$ cat src/rtl/tdm_pkg.sv
// Shared types and helpers for the TDM demultiplexer.
// The TDM_DEMUX_ERR_CNT_EN option, used by tdm_demux, relies on ERR_CNT_W.
package tdm_pkg;

    typedef enum logic {
        HUNT = 1'b0,
        LOCK = 1'b1
    } state_t;

    localparam int unsigned ERR_CNT_W = 8;

    // Slot index width; a degenerate channel count still gets one bit.
    function automatic int unsigned slot_width(input int unsigned n);
        return (n < 2) ? 1 : $clog2(n);
    endfunction

endpackage

$ cat src/rtl/tdm_slot_counter.sv
// Frame slot counter: increment with wrap, load-to-1 on frame start, and clear.
module tdm_slot_counter
    import tdm_pkg::*;
#(
    parameter int unsigned CHANNELS = 4,
    parameter int unsigned SW       = slot_width(CHANNELS)
) (
    input  logic          clk,
    input  logic          rst,
    input  logic          inc,
    input  logic          load1,
    input  logic          clr,
    output logic [SW-1:0] slot,
    output logic          wrap_c
);

    localparam logic [SW-1:0] LAST_SLOT = SW'(CHANNELS - 1);

    assign wrap_c = inc && (slot == LAST_SLOT);

    // clear and load take priority over increment; callers never assert more than one
    always_ff @(posedge clk) begin
        if (rst || clr) begin
            slot <= '0;
        end else if (load1) begin
            slot <= SW'(1);
        end else if (inc) begin
            slot <= wrap_c ? '0 : slot + SW'(1);
        end
    end

endmodule

$ cat src/rtl/tdm_demux.sv
// Time-division demultiplexer: steers interleaved words into held per-channel registers.
// Optional TDM_DEMUX_ERR_CNT_EN adds a saturating sync-error counter output err_cnt.
module tdm_demux
    import tdm_pkg::*;
#(
    parameter int unsigned WIDTH    = 4,
    parameter int unsigned CHANNELS = 4
) (
    input  logic                      clk,
    input  logic                      rst,
    input  logic [WIDTH-1:0]          din,
    input  logic                      din_valid,
    input  logic                      frame_sync,
    output logic [CHANNELS*WIDTH-1:0] ch_data,
    output logic [CHANNELS-1:0]       ch_valid,
    output logic                      frame_done,
    output logic                      sync_err,
`ifdef TDM_DEMUX_ERR_CNT_EN
    output logic                      locked,
    output logic [ERR_CNT_W-1:0]      err_cnt
`else
    output logic                      locked
`endif
);

    localparam int unsigned SW = slot_width(CHANNELS);

    state_t                    state_q, state_d;
    logic [SW-1:0]             slot;
    logic                      wrap_c;
    logic                      inc, load1, clr;
    logic                      wr_en;
    logic [SW-1:0]             wr_idx;
    logic [CHANNELS*WIDTH-1:0] ch_data_d;
    logic [CHANNELS-1:0]       ch_valid_d;
    logic                      frame_done_d;
    logic                      sync_err_d;

    tdm_slot_counter #(
        .CHANNELS (CHANNELS),
        .SW       (SW)
    ) u_slot (
        .clk    (clk),
        .rst    (rst),
        .inc    (inc),
        .load1  (load1),
        .clr    (clr),
        .slot   (slot),
        .wrap_c (wrap_c)
    );

    always_ff @(posedge clk) begin
        if (rst) begin
            state_q <= HUNT;
        end else begin
            state_q <= state_d;
        end
    end

    // Alignment decisions; a sync word always restarts the frame at slot 0
    always_comb begin
        state_d      = state_q;
        inc          = 1'b0;
        load1        = 1'b0;
        clr          = 1'b0;
        wr_en        = 1'b0;
        wr_idx       = '0;
        frame_done_d = 1'b0;
        sync_err_d   = 1'b0;
        ch_data_d    = ch_data;
        ch_valid_d   = '0;

        case (state_q)
            HUNT: begin
                if (din_valid && frame_sync) begin
                    wr_en   = 1'b1;
                    load1   = 1'b1;
                    state_d = LOCK;
                end
            end
            LOCK: begin
                if (din_valid) begin
                    if (slot == '0) begin
                        if (frame_sync) begin
                            wr_en = 1'b1;
                            load1 = 1'b1;
                        end else begin
                            sync_err_d = 1'b1;
                            clr        = 1'b1;
                            state_d    = HUNT;
                        end
                    end else if (frame_sync) begin
                        sync_err_d = 1'b1;
                        wr_en      = 1'b1;
                        load1      = 1'b1;
                    end else begin
                        wr_en        = 1'b1;
                        wr_idx       = slot;
                        inc          = 1'b1;
                        frame_done_d = wrap_c;
                    end
                end
            end
            default: state_d = HUNT;
        endcase

        if (wr_en) begin
            ch_data_d[32'(wr_idx)*WIDTH +: WIDTH] = din;
            ch_valid_d[wr_idx]                    = 1'b1;
        end
    end

    always_ff @(posedge clk) begin
        if (rst) begin
            ch_data    <= '0;
            ch_valid   <= '0;
            frame_done <= 1'b0;
            sync_err   <= 1'b0;
        end else begin
            ch_data    <= ch_data_d;
            ch_valid   <= ch_valid_d;
            frame_done <= frame_done_d;
            sync_err   <= sync_err_d;
        end
    end

    assign locked = (state_q == LOCK);

`ifdef TDM_DEMUX_ERR_CNT_EN
    // Counts alongside the sync_err pulse register; holds at all-ones
    always_ff @(posedge clk) begin
        if (rst) begin
            err_cnt <= '0;
        end else if (sync_err_d && (err_cnt != '1)) begin
            err_cnt <= err_cnt + ERR_CNT_W'(1);
        end
    end
`endif

endmodule

$ cat config.mk
export PLATFORM = sky130hd
export DESIGN_NAME = tdm_demux
export DESIGN_NICKNAME = d
export VERILOG_FILES = /design/src/rtl/tdm_pkg.sv /design/src/rtl/tdm_slot_counter.sv /design/src/rtl/tdm_demux.sv
export SDC_FILE = /design/constraint.sdc
export NUM_CORES = 1
export LEC_CHECK = 0
export CAP_MARGIN = 20
export CORE_AREA = 2 2 55 57
export CTS_CLUSTER_DIAMETER = 150
export DETAILED_ROUTE_END_ITERATION = 6
export DIE_AREA = 0 0 57 59
export GPL_TIMING_DRIVEN = 0
export PLACE_DENSITY = 0.82
export SKIP_LAST_GASP = 1
export SLEW_MARGIN = 5
export SYNTH_ARGS = -nofsm -noshare
export SYNTH_HDL_FRONTEND = slang
export SYNTH_SLANG_ARGS = --single-unit
$ cat constraint.sdc
create_clock -name clk -period 3.1 [get_ports clk]
set_clock_uncertainty 0.1 [all_clocks]
set_input_delay 0.93 -clock clk [delete_from_list [all_inputs] [get_ports clk]]
set_output_delay 0.93 -clock clk [all_outputs]
set_load 0.02 [all_outputs]
After elaboration in Yosys (flattened, before gate mapping)
Cells that the tools add are included.

cells by class
  $lt $le $gt $ge = 2
  mux-type cells = 27
  shift-type cells = 2
  equal/unequal tests = 1
  add/subtract/negate cells = 2
  reductions and logical operators = 10
  bitwise logic cells = 3

operators with widths
  kind                       count
  $neg A4 Y34                1
  $shift A4 B34 Y16 const A  1
  $shiftx A4 B34 Y16         1
  $mux W1                    17
  $bwmux W16                 1
  $mux W2                    5
  $pmux W1 S2                3
  $reduce_or A5 Y1           1
  $reduce_or A2 Y1           2
  $logic_and A1 B1 Y1        3
  $lt A2 B3 Y1 const B       1
  $not A1 Y1                 3
  $reduce_or A3 Y1           1
  $add A2 B1 Y2 const B      1
  $demux W1 S2               1
  $eq A2 B2 Y1 const B       1
  $ge A2 B1 Y1 const B       1
  $logic_not A2 Y1           1
  $reduce_bool A2 Y1         1
  $logic_or A1 B1 Y1         1

word-level totals
  word-level logic and storage cells = 54
  bits in registers = 25
  output and inout port bits = 23
  bits of input ports = 8

Longest topological paths before layout
Gate-level depths: netlist (run 1).

  depth after elaboration = 8
  depth in mapped cells = 9
  depth with buffers taken out = 9

Hierarchy
From an unflattened synthesis (run 1), not the netlist that was laid out.

unflattened totals
  cell total of the unflattened synthesis = 121
  area, all modules = 1239.9 um2

by module, submodules not included
  module            times used  area an instance (um2)  cells an instance
  tdm_demux         1           1137.3                  111
  tdm_slot_counter  1           102.6                   10

Worst setup path before layout (run 1)
No wires, ideal clock.

  path type = input port to flip-flop
  from = input frame_sync
  to = register ch_data[12]
  buffers on the path = 0
  path slack = 0.602 ns
  cell stages on the path = 6
  data arrival time = 2.306 ns
  cells stage by stage = and4bb_1 > nand2_1 > ha_1 > nor4b_1 > o2111ai_1 > o32ai_1

on the way
  word-level cells in the longest chain between the ends = 7
  elaborated cells between the ends (all ways) = 14
  classes of those cells = add/sub (1); shift (2); mux (10); reduce/logical (1)

RTL lines
  element                                                         RTL line          source
  start: declaration                                              tdm_demux.sv:13   input logic frame_sync,
  $mux W2                                                         tdm_demux.sv:92   end else if (frame_sync) begin
  $mux W2                                                         tdm_demux.sv:83   if (slot == '0) begin
  $mux W2                                                         tdm_demux.sv:82   if (din_valid) begin
  $mux W2                                                         tdm_demux.sv:73   case (state_q)
  $neg A4 Y34                                                     tdm_demux.sv:108  ch_data_d[32'(wr_idx)*WIDTH +: WIDTH] = din;
  $shiftx A4 B34 Y16 / $shift A4 B34 Y16 (equally long branches)  tdm_demux.sv:108
  $bwmux W16                                                      tdm_demux.sv:108
  end signal: assignment                                          tdm_demux.sv:120  ch_data <= ch_data_d;
  end: declaration                                                tdm_demux.sv:14   output logic [CHANNELS*WIDTH-1:0] ch_data,

Parallel ways exist; a longest one is shown, timed or not.
A chain may end at the register's enable or synchronous reset.

Worst setup path in the final report (run 1)
  from = input din_valid
  to = register ch_data[4]

on the way
  word-level cells in the longest chain between the ends = 5
  elaborated cells between the ends (all ways) = 10
  classes of those cells = add/sub (1); shift (2); mux (6); reduce/logical (1)

RTL lines
  element                                                         RTL line          source
  start: declaration                                              tdm_demux.sv:12   input logic din_valid,
  $mux W2                                                         tdm_demux.sv:82
  $mux W2                                                         tdm_demux.sv:73
  $neg A4 Y34                                                     tdm_demux.sv:108
  $shiftx A4 B34 Y16 / $shift A4 B34 Y16 (equally long branches)  tdm_demux.sv:108
  $bwmux W16                                                      tdm_demux.sv:108

Parallel ways exist; a longest one is shown, timed or not.

==> flow_metrics.tcl, run 1 <==
set metrics [dict create \
    r2r_end "ch_data[4]$_SDFFE_PP0P_" \
    maxCapViolCount 0 \
    fillCellCount 251 \
    synth_xor_xnor_area_share_pct 0 \
    setup_violations 0 \
    wl_um 3080 \
    slowest_stage "clkdlybuf4s50_1" \
    rsz0062_at_grt "false" \
    dr_wl_met2_um 1570 \
    fin_crit_sh_pct 95.1 \
    synth-simple-area-share_pct 22.5 \
    synth_nets 160 \
    hold_start "ch_data[15]$_SDFFE_PP0P_" \
    ys_types 34 \
    ir_worst_vdd_mv 0.256 \
    syn_area_um2 1290 \
    portBuffers 30 \
    drtAntennaViolNets 0 \
    p_per_area_nw_per_um2 331 \
    tightestPinTransition_ps 460 \
    async_flop_share_pct 0 \
    synth_top_cell_by_area "dfxtp_1" \
    core_area_um2 2710 \
    drt-initial-drc-count 23 \
    path_buf_inv 2 \
    synth-edff-count 0 \
    cts-buffers-inserted 3 \
    reg2reg_depth 9 \
    viasPerCell 5.79 \
    crit_type "input pin to flip-flop" \
    grt_pass1_wl_um 5230 \
    synthAdderAreaFrac_pct 12.6 \
    crit_path_start_kind "input pin" \
    dp_hpwl_um 2370 \
    cts_sinks 25 \
    track_usage_pct 20.1 \
    dr.pass1.iters 4 \
    postCtsSetupBuffers 0 \
    synth_top_cell_area_share_pct 38.6 \
    yosys_warnings 0 \
    hold_viol 0 \
    antennaDiodeCount 0 \
    synth.area.mux_share_pct 0 \
    layout.nets 195 \
    grt_max_degree 14 \
    die_area_um2 3360 \
    min_to "ch_data[15]$_SDFFE_PP0P_" \
    grt.overflow.total 0 \
    ys_seq_area_share_pct 38.6 \
    crit_top_cell "nand2_1" \
    cts_root_buf "clkbuf_4" \
    status "finished clean" \
    clockBufferDepth 2 \
    met3_length_um 146 \
    r2r_slack_ps 400 \
    h-tree-depth 1 \
    start_util_pct 47.8 \
    crit_path_end_kind "flip-flop" \
    route.detailed.drc 0 \
    path_clk_slew_ps 130 \
    netlist_top_cells_count "dfxtp_1 (25), inv_1 (19), ha_1 (13)" \
    die-height_um 59 \
    synth-seq-cells 25 \
    hold_path.class "flip-flop to flip-flop" \
    cts_hold_buffers 0 \
    power.total_mw 0.557 \
    rows 19 \
    clkLatencyLatePin_ps 310 \
    syn2layout_area_growth_pct 29.7 \
    synth_area_leaders "dfxtp_1 (39%), ha_1 (13%), o32ai_1 (8.1%)" \
    drive_above_1_share_pct 6.94 \
    netlist_instances 139 \
    fmax_mhz 339 \
    ios 31 \
    crit_fanout 5 \
    gp_congestion 0.787 \
    slowest_delay_ps 580 \
    placed_cell_area_um2 1630 \
    worstPathArrival_ps 3080 \
    first_global_vias 1189 \
    syn_avg_cell_area_um2 9.32 \
    cp.depth 8 \
    slew_viol_final 0 \
    worstPathRequired_ps 3230 \
    r2r_start "u_slot.slot[0]$_SDFFE_PP0P_" \
    synth_flop_cell "dfxtp_1" \
    top_layer "met4" \
    crit_chain "clkdlybuf4s50_1, and4bb_4, nand2_1, inv_1, ha_1, nand2_1, or3_1, o31ai_1" \
    synth.most_common_cell "dfxtp_1" \
    met1_length_um 1290 \
    fin_area_um2 1680 \
    leakage_nw 0.619 \
    vias 1181 \
    wl_per_cell_um 15.1 \
    period_needed_ps 2950 \
    min_path_cells 2 \
    synth-compound-area-share_pct 18.2 \
    antenna_found_initial 0 \
    ctsResizeCount 0 \
    die_w_um 57 \
    cp_top_family "simple AND/OR/NAND/NOR gates" \
    max_slew_margin_pct 69.3 \
    synth_top_family_by_area "simple AND/OR/NAND/NOR gates" \
    cts_tree "yes" \
]
through the flow:
stage	setup slack, ps	hold slack (ps)	utilization, %	cells	TNS, ps
after floorplan	602	385	-	139	0
after global placement	-193	366	60.3	200	-1600
after detailed placement	-294	372	60.3	200	-2690
after CTS	47.2	391	61.3	204	0
after global routing	12.5	412	62.0	204	0
final	151	388	62.0	204	0
cells by family after synthesis:
group	count (synthesis)
adders and majority gates	13
AOI/OAI and AO/OA	30
buffers and inverters	25
DFF	25
and+or+nand+nor	46
metal layers:
layer / up-vias / global-route usage [%]
met3: 5 / 2.40
met2: 30 / 36.5
met1: 564 / 23.3
met4: 0 / 10.3
li1: 582 / -
met5: - / 0
placed cells by master, fill, tap and decap left out, types with 2 or more instances in the layout:
master and n:
nor2_1 2, clkdlybuf4s50_1 29, o31ai_1 4, nor3b_1 5, nand2b_1 4, o32ai_1 12, o21ai_1 2, nand3_1 3
ha_1 13, dfxtp_1 25, inv_1 19, or4_1 8, clkbuf_4 3, buf_2 3, nor3_1 3, clkbuf_1 3
a21oi_1 2, nor2b_1 3, o311ai_1 4, nand2_1 9
area by class of cell:
cell class | instances | area (um2) | area share, %
Multi-Input combinational cell | 89 | 706 | 42.0
Timing Repair Buffer | 30 | 303 | 18.0
Clock buffer | 4 | 26.3 | 1.56
Sequential cell | 25 | 500 | 29.8
Buffer | 6 | 33.8 | 2.01
Tap cell | 31 | 38.8 | 2.31
Inverter | 19 | 71.3 | 4.25
power breakdown:
group	total, mW	internal [mW]	switching [mW]
Clock	0.144	0.0503	0.0937
Sequential	0.332	0.327	0.00501
Combinational	0.0802	0.0343	0.0459
Total	0.557	0.412	0.145
state kept, by name, summed over array words and instances, names as in the netlist:
| name | flops |
|---|---|
| ch_data | 16 |
| frame_done | 1 |
| sync_err | 1 |
| u_slot.slot | 2 |
| ch_valid | 4 |
| locked | 1 |
tightest hold or removal path, delay by kind of cell, from the launching register on:
| family | cells | cell delay, ps |
|---|---|---|
| AO/OA/AOI/OAI | 1 | 70 |
| buffers and inverters | 1 | 40 |
| flip-flops | 1 | 330 |
worst max path at each step:
| stage | endpoint | start | slack [ps] |
|---|---|---|---|
| global placement | ch_data[13]$_SDFFE_PP0P_ | frame_sync | -190 |
| floorplan | ch_data[12]$_SDFFE_PP0P_ | frame_sync | 600 |
| global route | ch_data[4]$_SDFFE_PP0P_ | din_valid | 10 |
| detailed placement | ch_data[12]$_SDFFE_PP0P_ | frame_sync | -290 |
| CTS | ch_data[12]$_SDFFE_PP0P_ | frame_sync | 50 |
| finish | ch_data[4]$_SDFFE_PP0P_ | din_valid | 150 |
Note: power is estimated with default switching activity, not from simulation.
==> run 2: changes to the inputs <==
--- a/config.mk
+++ b/config.mk
@@ -10,7 +10,6 @@
 export CTS_CLUSTER_DIAMETER = 150
 export DETAILED_ROUTE_END_ITERATION = 6
 export DIE_AREA = 0 0 57 59
-export GPL_TIMING_DRIVEN = 0
 export PLACE_DENSITY = 0.82
 export SKIP_LAST_GASP = 1
 export SLEW_MARGIN = 5
==> run 2 against run 1 <==
Compared with the run above:
- worst hold slack better by 1.8 ps
- design area decreased by 0.89%
- largest cell class unchanged
- final cell count decreased by 0.49%
- routed wire length fell by 4.1%
- utilization is 0.55 points lower
- highest routed layer unchanged
- sequential share of layout area grew 0.27 points
==> flow_metrics.tcl, run 2 (same netlist as run 1, synthesis figures left out) <==
set metrics [dict create \
    status "finished clean" \
    regMostFlops "ch_data" \
    slowest_stage "clkdlybuf4s50_1" \
    dp_hpwl_um 2380 \
    layout.area.seq_um2 500 \
    maxCapViolCount 0 \
    cts_root_buf "clkbuf_4" \
    grt_pass1_wl_um 5150 \
    busiest_layer "met2" \
    clockBufferDepth 2 \
    antenna_found_initial 0 \
    grt.overflow.total 0 \
    power.total_mw 0.554 \
    slew_viol_final 0 \
    die_area_um2 3360 \
    postCtsSetupBuffers 0 \
    cts_hold_buffers 0 \
    layout.nets 194 \
    crit_type "input pin to flip-flop" \
    hold_viol 0 \
    rsz0062_at_grt "false" \
    slowest_delay_ps 480 \
    cts-buffers-inserted 3 \
    track_usage_pct 19.1 \
    worstPathRequired_ps 3230 \
    vias 1146 \
    finalCoreUtilization_pct 61.4 \
    final_common_cell "clkdlybuf4s50_1" \
    grt.met2_usage_pct 33.2 \
    p_per_area_nw_per_um2 333 \
    hold_path.class "flip-flop to flip-flop" \
    cts_sinks 25 \
    fin_crit_sh_pct 89.7 \
    antennaDiodeCount 0 \
    final_cell_mix "clkdlybuf4s50_1 (30), dfxtp_1 (25), inv_1 (19)" \
    max_slew_margin_pct 69.7 \
    ctsResizeCount 0 \
    portBuffers 30 \
    wl_per_cell_um 14.5 \
    route.detailed.drc 0 \
    drt-initial-drc-count 19 \
    drtAntennaViolNets 0 \
    tightestPinTransition_ps 452 \
    viasPerCell 5.65 \
    first_global_vias 1159 \
    die_w_um 57 \
    placed_cell_area_um2 1640 \
    cts_tree "yes" \
    wl_um 2950 \
    worstPathArrival_ps 2910 \
    drive_above_1_share_pct 5.81 \
    reg_top3 "ch_data: 16 flops, ch_valid: 4 flops, u_slot.slot: 2 flops" \
    leakage_nw 0.614 \
    dp_slack_ps -8.41 \
    ir_worst_vdd_mv 0.237 \
    fmax_mhz 360 \
    largest_reg_flops 16 \
    fin_area_um2 1660 \
    clkLatencyLatePin_ps 310 \
    gr-usage-met3_pct 2.18 \
    setup_slack_ps 320 \
    path_clk_slew_ps 130 \
    start_util_pct 47.8 \
    crit_fanout 5 \
    syn2layout_area_growth_pct 28.5 \
    dr.pass1.iters 5 \
    die-height_um 59 \
    fillCellCount 240 \
    crit_chain "clkdlybuf4s50_1, and4bb_1, nand2_1, ha_1, nor4b_1, o2111ai_1, o32ai_1" \
    rows 19 \
    period_needed_ps 2780 \
    core_area_um2 2710 \
    gp_congestion 0.751 \
    setup_violations 0 \
    multi_input_area_um2 689 \
    grt_max_degree 16 \
    crit_path_end_kind "flip-flop" \
    h-tree-depth 1 \
    ios 31 \
    grt_util_met1_pct 24.9 \
    crit_path_start_kind "input pin" \
]
run 2: worst max-delay path: cells and delay by family:
family | cells | cell delay, ps
adder cells (fa/ha/maj) | 1 | 360
AO/OA/AOI/OAI | 2 | 430
AND/OR/NAND/NOR | 3 | 710
buffers and inverters | 1 | 480
run 2: layer usage:
metal	vias up	wire length, um	part of all wire (%)
met5	-	0	0
met3	6	142	4.8
met1	528	1280	43
met2	33	1460	49
met4	0	64	2.2
li1	579	-	-
run 2: stage by stage:
step / hold WS [ps] / setup TNS [ps] / cells
4_1_cts: 388 / 0 / 203
3_5_place_dp: 369 / -17.5 / 199
2_1_floorplan: 385 / 0 / 139
3_3_place_gp: 368 / 0 / 199
6_report: 390 / 0 / 203
5_1_grt: 416 / 0 / 203
run 2: worst paths after layout:
check | cells after the start | start | slack [ps] | endpoint
setup / recovery | 7 | din_valid | 320 | ch_data[12]$_SDFFE_PP0P_
hold / removal | 2 | ch_data[9]$_SDFFE_PP0P_ | 390 | ch_data[9]$_SDFFE_PP0P_
setup reg to reg | 8 | u_slot.slot[0]$_SDFFE_PP0P_ | 460 | ch_data[12]$_SDFFE_PP0P_
hold reg to reg | 2 | ch_data[9]$_SDFFE_PP0P_ | 390 | ch_data[9]$_SDFFE_PP0P_
run 2: where the power goes:
group          total, mW  switching, mW  internal (mW)
clock network      0.144         0.0938         0.0504
registers          0.334        0.00691          0.327
logic             0.0754         0.0416         0.0338
run 2: final cells by class:
| type | count | share of cell area, % |
|---|---|---|
| clock buffer | 4 | 1.58 |
| multi-input combinational | 89 | 41.4 |
| inverter | 19 | 4.29 |
| sequential | 25 | 30.1 |
| tap | 31 | 2.33 |
| timing repair buffer | 35 | 20.3 |
